## config.mk

```make
export PLATFORM = sky130hd
export DESIGN_NAME = if_fetch_unit
export DESIGN_NICKNAME = d
export VERILOG_FILES = /design/src/rtl/mips_pkg.sv /design/src/rtl/pc_register.sv /design/src/rtl/if_fetch_unit.sv
export SDC_FILE = /design/constraint.sdc
export NUM_CORES = 1
export LEC_CHECK = 0
export CORE_MARGIN = 2
export CORE_UTILIZATION = 44
export CTS_CLUSTER_SIZE = 20
export DETAILED_ROUTE_END_ITERATION = 8
export GPL_TIMING_DRIVEN = 0
export MAX_ROUTING_LAYER = met4
export PLACE_DENSITY = 0.95
export SYNTH_ARGS = -nofsm -noshare
export SYNTH_HDL_FRONTEND = slang
export SYNTH_SLANG_ARGS = --single-unit
```

## constraint.sdc

```tcl
create_clock -name i_clock -period 3.9 [get_ports i_clock]
set_input_delay 0.975 -clock i_clock [delete_from_list [all_inputs] [get_ports i_clock]]
set_output_delay 0.975 -clock i_clock [all_outputs]
set_load 0.1 [all_outputs]
```

## src/rtl/mips_pkg.sv

```systemverilog
// Shared definitions for the MIPS pipeline.
// Contents: address/instruction widths, next-PC source encodings, the HALT
// encoding that stops fetch, and the NOP word used for squashed slots.
package mips_pkg;

  localparam int unsigned NB_ADDR        = 32;
  localparam int unsigned NB_INSTRUCTION = 32;

  localparam logic [NB_INSTRUCTION-1:0] HALT_INSTR = 32'hFFFF_FFFF;
  localparam logic [NB_INSTRUCTION-1:0] NOP        = 32'h0000_0000;

  typedef enum logic [1:0] {
    PC_SRC_SEQ    = 2'b00,
    PC_SRC_BRANCH = 2'b01,
    PC_SRC_JUMP   = 2'b10,
    PC_SRC_JR     = 2'b11
  } pc_src_e;

endpackage

```

## src/rtl/pc_register.sv

```systemverilog
// Program counter register with next-PC selection.
// Ports:
//   clock, reset      rising-edge clock, asynchronous active-high reset (pc -> 0)
//   load              update pc this edge
//   pc_src            next-PC source (sequential / branch / jump / jump-register)
//   branch_target, jump_target, jr_target   candidate targets, forced word-aligned
//   pc                current program counter
module pc_register
  import mips_pkg::*;
#(
  parameter int unsigned NB_ADDR = mips_pkg::NB_ADDR
) (
  input  logic               clock,
  input  logic               reset,
  input  logic               load,
  input  pc_src_e            pc_src,
  input  logic [NB_ADDR-1:0] branch_target,
  input  logic [NB_ADDR-1:0] jump_target,
  input  logic [NB_ADDR-1:0] jr_target,
  output logic [NB_ADDR-1:0] pc
);

  // Clears the byte-offset bits so every target lands on a word boundary.
  localparam logic [NB_ADDR-1:0] ALIGN_MASK = ~NB_ADDR'(3);

  logic [NB_ADDR-1:0] pc_next;

  always_comb begin
    pc_next = pc + NB_ADDR'(4);  // wraps modulo 2^NB_ADDR
    unique case (pc_src)
      PC_SRC_SEQ:    pc_next = pc + NB_ADDR'(4);
      PC_SRC_BRANCH: pc_next = branch_target & ALIGN_MASK;
      PC_SRC_JUMP:   pc_next = jump_target & ALIGN_MASK;
      PC_SRC_JR:     pc_next = jr_target & ALIGN_MASK;
      default:       pc_next = pc + NB_ADDR'(4);
    endcase
  end

  always_ff @(posedge clock or posedge reset) begin
    if (reset) begin
      pc <= '0;
    end else if (load) begin
      pc <= pc_next;
    end
  end

endmodule

```

## src/rtl/if_fetch_unit.sv

```systemverilog
// Instruction-fetch stage: owns the PC, drives the instruction memory read port
// and pairs each returned instruction with its PC+4 and a valid bit.
// Ports:
//   i_clock, i_reset   clock, asynchronous active-high reset
//   i_enable           debug run/step enable; low freezes the stage
//   i_stall            load-use stall from the hazard unit
//   i_pc_src           00 seq, 01 branch, 10 jump, 11 jump-register
//   i_branch_target, i_jump_target, i_jr_target   redirect targets from ID
//   o_imem_read_addr   current PC
//   o_imem_read_en     memory read enable (memory holds its output when low)
//   i_imem_data        registered memory read data, one cycle after the address
//   o_instruction      fetched instruction, NOP when not valid
//   o_pc_plus4         address of o_instruction + 4
//   o_valid            o_instruction is live
//   o_halted           sticky, set once HALT_INSTR has been emitted
module if_fetch_unit
  import mips_pkg::*;
#(
  parameter int unsigned NB_ADDR        = mips_pkg::NB_ADDR,
  parameter int unsigned NB_INSTRUCTION = mips_pkg::NB_INSTRUCTION,
  parameter logic [NB_INSTRUCTION-1:0] HALT_INSTR = {NB_INSTRUCTION{1'b1}}
) (
  input  logic                      i_clock,
  input  logic                      i_reset,
  input  logic                      i_enable,
  input  logic                      i_stall,
  input  logic [1:0]                i_pc_src,
  input  logic [NB_ADDR-1:0]        i_branch_target,
  input  logic [NB_ADDR-1:0]        i_jump_target,
  input  logic [NB_ADDR-1:0]        i_jr_target,
  output logic [NB_ADDR-1:0]        o_imem_read_addr,
  output logic                      o_imem_read_en,
  input  logic [NB_INSTRUCTION-1:0] i_imem_data,
  output logic [NB_INSTRUCTION-1:0] o_instruction,
  output logic [NB_ADDR-1:0]        o_pc_plus4,
  output logic                      o_valid,
  output logic                      o_halted
);

  pc_src_e            pc_src;
  logic [NB_ADDR-1:0] pc;
  logic [NB_ADDR-1:0] inflight_pc;
  logic               inflight_valid;
  logic               halted;
  logic               redirect;
  logic               advance;
  logic               halt_seen;

  assign pc_src   = pc_src_e'(i_pc_src);
  assign redirect = (pc_src != PC_SRC_SEQ);
  // A redirect overrides a stall: the stalled fetch is squashed anyway.
  assign advance  = i_enable & ~halted & (~i_stall | redirect);

  pc_register #(
    .NB_ADDR (NB_ADDR)
  ) u_pc_register (
    .clock         (i_clock),
    .reset         (i_reset),
    .load          (advance),
    .pc_src        (pc_src),
    .branch_target (i_branch_target),
    .jump_target   (i_jump_target),
    .jr_target     (i_jr_target),
    .pc            (pc)
  );

  // inflight_* describes the word the memory is currently presenting.
  // A fetch issued in a redirect cycle is squashed (no delay slot).
  always_ff @(posedge i_clock or posedge i_reset) begin
    if (i_reset) begin
      inflight_pc    <= '0;
      inflight_valid <= 1'b0;
      halted         <= 1'b0;
    end else begin
      if (advance) begin
        inflight_pc    <= pc;
        inflight_valid <= ~redirect;
      end
      if (halt_seen) begin
        halted <= 1'b1;
      end
    end
  end

  // HALT itself is emitted once as valid; only a live HALT stops fetch.
  assign o_valid          = inflight_valid & ~halted;
  assign halt_seen        = o_valid & (i_imem_data == HALT_INSTR);
  assign o_instruction    = o_valid ? i_imem_data : NB_INSTRUCTION'(NOP);
  assign o_pc_plus4       = inflight_pc + NB_ADDR'(4);
  assign o_imem_read_addr = pc;
  assign o_imem_read_en   = advance & ~i_reset;
  assign o_halted         = halted;

endmodule
```

==> results.sh <==
export IMPL_run_status="finished, final reports clean"
export IMPL_setup_ws_ns=0.1104
export IMPL_sequential_fraction_of_the_synthesis_area_pct=34.72
export IMPL_post_synth_top_area_fraction_pct=34.72
export IMPL_dr_first_iter_drc_count=625
export IMPL_synth_top_flop_cell="sky130_fd_sc_hd__dfrtp_1"
export IMPL_power_density_cell_area_nw_per_um2=466.7
export IMPL_place_ws_ns=-1.041
export IMPL_clock_skew_final_ns=0.007717
export IMPL_cts_post_setup_buffers_inserted=0
export IMPL_fin_worst_hold_slack_ns=0.5203
export IMPL_hold_path_startpoint="inflight_pc[31]"
export IMPL_report_final_slew_viol_count=0
export IMPL_first_global_vias=5225
export IMPL_cts_max_level=3
export IMPL_cts_sinks=62
export IMPL_fill_cells=771
export IMPL_grt_start_max_net_pins=35
export IMPL_leakage_power_figure_nw=3.109
export IMPL_floorplan_core_area_sq_um=9819
export IMPL_stdcell_count=916
export IMPL_rrSetupSlack_ns=1.36
export IMPL_r2r_start="u_pc_register.pc[2]"
export IMPL_tritonroute_pass_1_iters=5
export IMPL_post_synth_edffs=0
export IMPL_post_route_min_period_ns=3.790
export IMPL_grt_setup_unrepaired="false"
export IMPL_crit_path_cell_trace="nor2b_1 -> clkbuf_1 -> and2_1 -> clkdlybuf4s50_1"
export IMPL_syn_area_per_cell_sq_um=8.228
export IMPL_number_of_flip_flops_and_latches_in_the_synthesized_netlist=62
export IMPL_final_hold_violation_count=0
export IMPL_grt_antenna_before_repair=0
export IMPL_n_antenna_cell=0
export IMPL_grt_overflow_total=0
export IMPL_cts_hold_buffers=0
export IMPL_timing_rr_end="u_pc_register.pc[28]"
export IMPL_setup_tns_ns=0
export IMPL_hpwlAfterDp_microns=13530
export IMPL_initial_utilization_pct=45.50
export IMPL_slowest_stage="sky130_fd_sc_hd__clkdlybuf4s50_1"
export IMPL_die_area_sq_um=10980
export IMPL_yosysWarningCount=0
export IMPL_post_drt_wl_per_cell_microns=18.60
export IMPL_place_port_buffers=221
export IMPL_num_nets_final=914
export IMPL_die_x_microns=104.8
export IMPL_type_of_origin_of_the_critical_path="register"
export IMPL_residual_antenna_violating_net_count_after_detailed_routing=0
export IMPL_final_core_utilization_pct=72.46
export IMPL_tightest_slew_ns=1.034
export IMPL_min_delay_path_class="reg2reg"
export IMPL_routed_wirelength_microns=17040
export IMPL_die_height_microns=104.8
export IMPL_drv_cap=0
export IMPL_worst_endpoint_data_arrival_time_ns=2.81
export IMPL_row_count=36
export IMPL_gpl_final_weighted_congestion=0.9649
export IMPL_tritoncts="done"
export IMPL_path_clk_slew_ns=0.07
export IMPL_synthTopCellsByArea="sky130_fd_sc_hd__dfrtp_1 35%, sky130_fd_sc_hd__nand2_1 10%, sky130_fd_sc_hd__and2_1 5.0%"
export IMPL_synth_async_sr_flop_share_pct=100.0
export IMPL_cts_max_path_buffers=2
export IMPL_postSynthCellCount=543
export IMPL_synth_cell_type_count=58
export IMPL_boundaryPins=233
export IMPL_critical_path_class="reg2out"
export IMPL_place_detailed_instances=901
export IMPL_startpoint="o_halted"
export IMPL_min_period_over_period_pct=97.17
export IMPL_max_freq_mhz=263.9
export IMPL_worstSkewPairLatency_ns=0.35
export IMPL_hold_path_depth=2
export IMPL_avgViaCountPerCell=5.750
export IMPL_timing_hold_worst_endpoint="inflight_pc[31]"
export IMPL_worstSetupEndpointType="output pin"
export IMPL_grt_util_all_layers_pct=31.84
export IMPL_routed_via_count=5267
export IMPL_syn2layout_area_growth_pct=59.26
export IMPL_worst_path_largest_cell_delay_ns=1.13
export IMPL_setup_viol=0
export IMPL_worst_ir_drop_vdd_uv=285.7
export IMPL_yosys_area_top_type="sky130_fd_sc_hd__dfrtp_1"
export IMPL_worst_ep_required_time_ns=2.92
export IMPL_detail_route_drc_violations=0
export IMPL_r2r_cells=7
export IMPL_crit_path_max_fanout=10
export IMPL_mappedNetlistArea_sq_um=4468
export IMPL_number_of_buffers_created_by_cts=9
export IMPL_clock_tree_root_cell="sky130_fd_sc_hd__clkbuf_8"
export IMPL_fraction_of_layout_cells_with_a_size_suffix_above_1_pct=9.706
export IMPL_global_route_wire_length_before_repair_microns=26830
export IMPL_timing_slew_headroom_pct=30.85
how the worst max path moves through the flow:
stage	slack [ns]	end
floorplan	0.12	o_pc_plus4[31]
CTS	0.0007	o_pc_plus4[20]
finish	0.11	o_instruction[8]
global route	0.004	o_instruction[8]
global placement	-1.06	o_imem_read_en
detailed placement	-1.04	o_imem_read_en
flip-flops by register name, summed over array words and instances, names as in the netlist:
| register | count |
|---|---|
| inflight_valid | 1 |
| u_pc_register.pc | 30 |
| inflight_pc | 30 |
| o_halted | 1 |
layer usage:
layer | share of wire, % | global-route usage (%) | vias up
li1 | - | - | 2405
met5 | 0 | - | -
met4 | 2.6 | 12.19 | 0
met2 | 49 | 51.44 | 287
met3 | 7.8 | 2.682 | 48
met1 | 41 | 41.82 | 2527
timing repair:
action                                  in CTS  in global routing
gates resized for setup                     38                 29
endpoints found under the setup margin      18                 24
cloned                                       0                  0
through the flow:
step,area [sq um],total power (W)
5_1_grt,7116,0.003424
3_3_place_gp,6862,0.002678
6_report,7116,0.003321
4_1_cts,7099,0.003311
2_1_floorplan,4483,0.002178
3_5_place_dp,6882,0.002711
worst max-delay path, delay by kind of cell, from the launching register on:
kind                   cells  cell delay, ns
and+or+nand+nor            2            0.54
buffers and inverters      2            1.50
DFF                        1            0.41
cell families (layout without fill, tap and decap cells):
logic type / count (synthesis) / in the layout / synth area share, %
AO/OA/AOI/OAI: 96 / 96 / 15.60
XOR/XNOR: 28 / 28 / 5.489
adder cells (fa/ha/maj): 2 / 2 / 0.5600
buffers and inverters: 45 / 282 / 4.173
flip-flops: 62 / 62 / 34.72
multiplexers: 30 / 30 / 8.933
other: 1 / 4 / 0.08393
AND/OR/NAND/NOR: 279 / 279 / 30.44
cell type report:
cell class / instances / area (sq um) / share of cell area, %
buffer: 33 / 143.9 / 2.022
tap: 133 / 166.4 / 2.339
inverter: 11 / 41.29 / 0.5803
clock buffer: 10 / 127.6 / 1.794
multi-input combinational: 439 / 2754 / 38.70
sequential: 62 / 1551 / 21.80
clock inverter: 6 / 86.33 / 1.213
timing repair buffer: 222 / 2245 / 31.55
cell usage in the layout, fill, tap and decap left out, types with 7 or more instances in the layout:
cell type	n
sky130_fd_sc_hd__clkdlybuf4s50_1	188
sky130_fd_sc_hd__nand2_1	122
sky130_fd_sc_hd__dfrtp_1	62
sky130_fd_sc_hd__and2_1	36
sky130_fd_sc_hd__nor2_1	30
sky130_fd_sc_hd__nand3_1	24
sky130_fd_sc_hd__clkbuf_1	22
sky130_fd_sc_hd__mux2_2	19
sky130_fd_sc_hd__nand4_1	19
sky130_fd_sc_hd__xnor2_1	18
sky130_fd_sc_hd__o21ai_0	16
sky130_fd_sc_hd__dlymetal6s2s_1	15
sky130_fd_sc_hd__a22oi_1	13
sky130_fd_sc_hd__a21oi_1	12
sky130_fd_sc_hd__a22o_1	12
sky130_fd_sc_hd__inv_1	10
sky130_fd_sc_hd__xor2_1	10
sky130_fd_sc_hd__o211ai_1	9
sky130_fd_sc_hd__clkbuf_8	9
sky130_fd_sc_hd__and3_1	8
sky130_fd_sc_hd__nor3_1	7
sky130_fd_sc_hd__clkbuf_2	7
sky130_fd_sc_hd__clkdlybuf4s15_2	7
cells in the mapped netlist (all sizes together), types with 12 or more instances:
cell type and n:
a21oi 12, a22o 12, a22oi 13, and2 36, clkbuf 23, dfrtp 62
mux2 19, nand2 122, nand3 25, nand4 19, nor2 32, o21ai 17
xnor2 18
power breakdown:
group	internal (W)	switching (W)	total [W]	leakage, nW
clock	0.000359	0.000271	0.000629	0.106
sequential	0.000744	0.000174	0.000918	0.762
combinational	0.000474	0.00130	0.00177	2.24
total	0.00158	0.00174	0.00332	3.11
(Power assumes the default switching activity.)
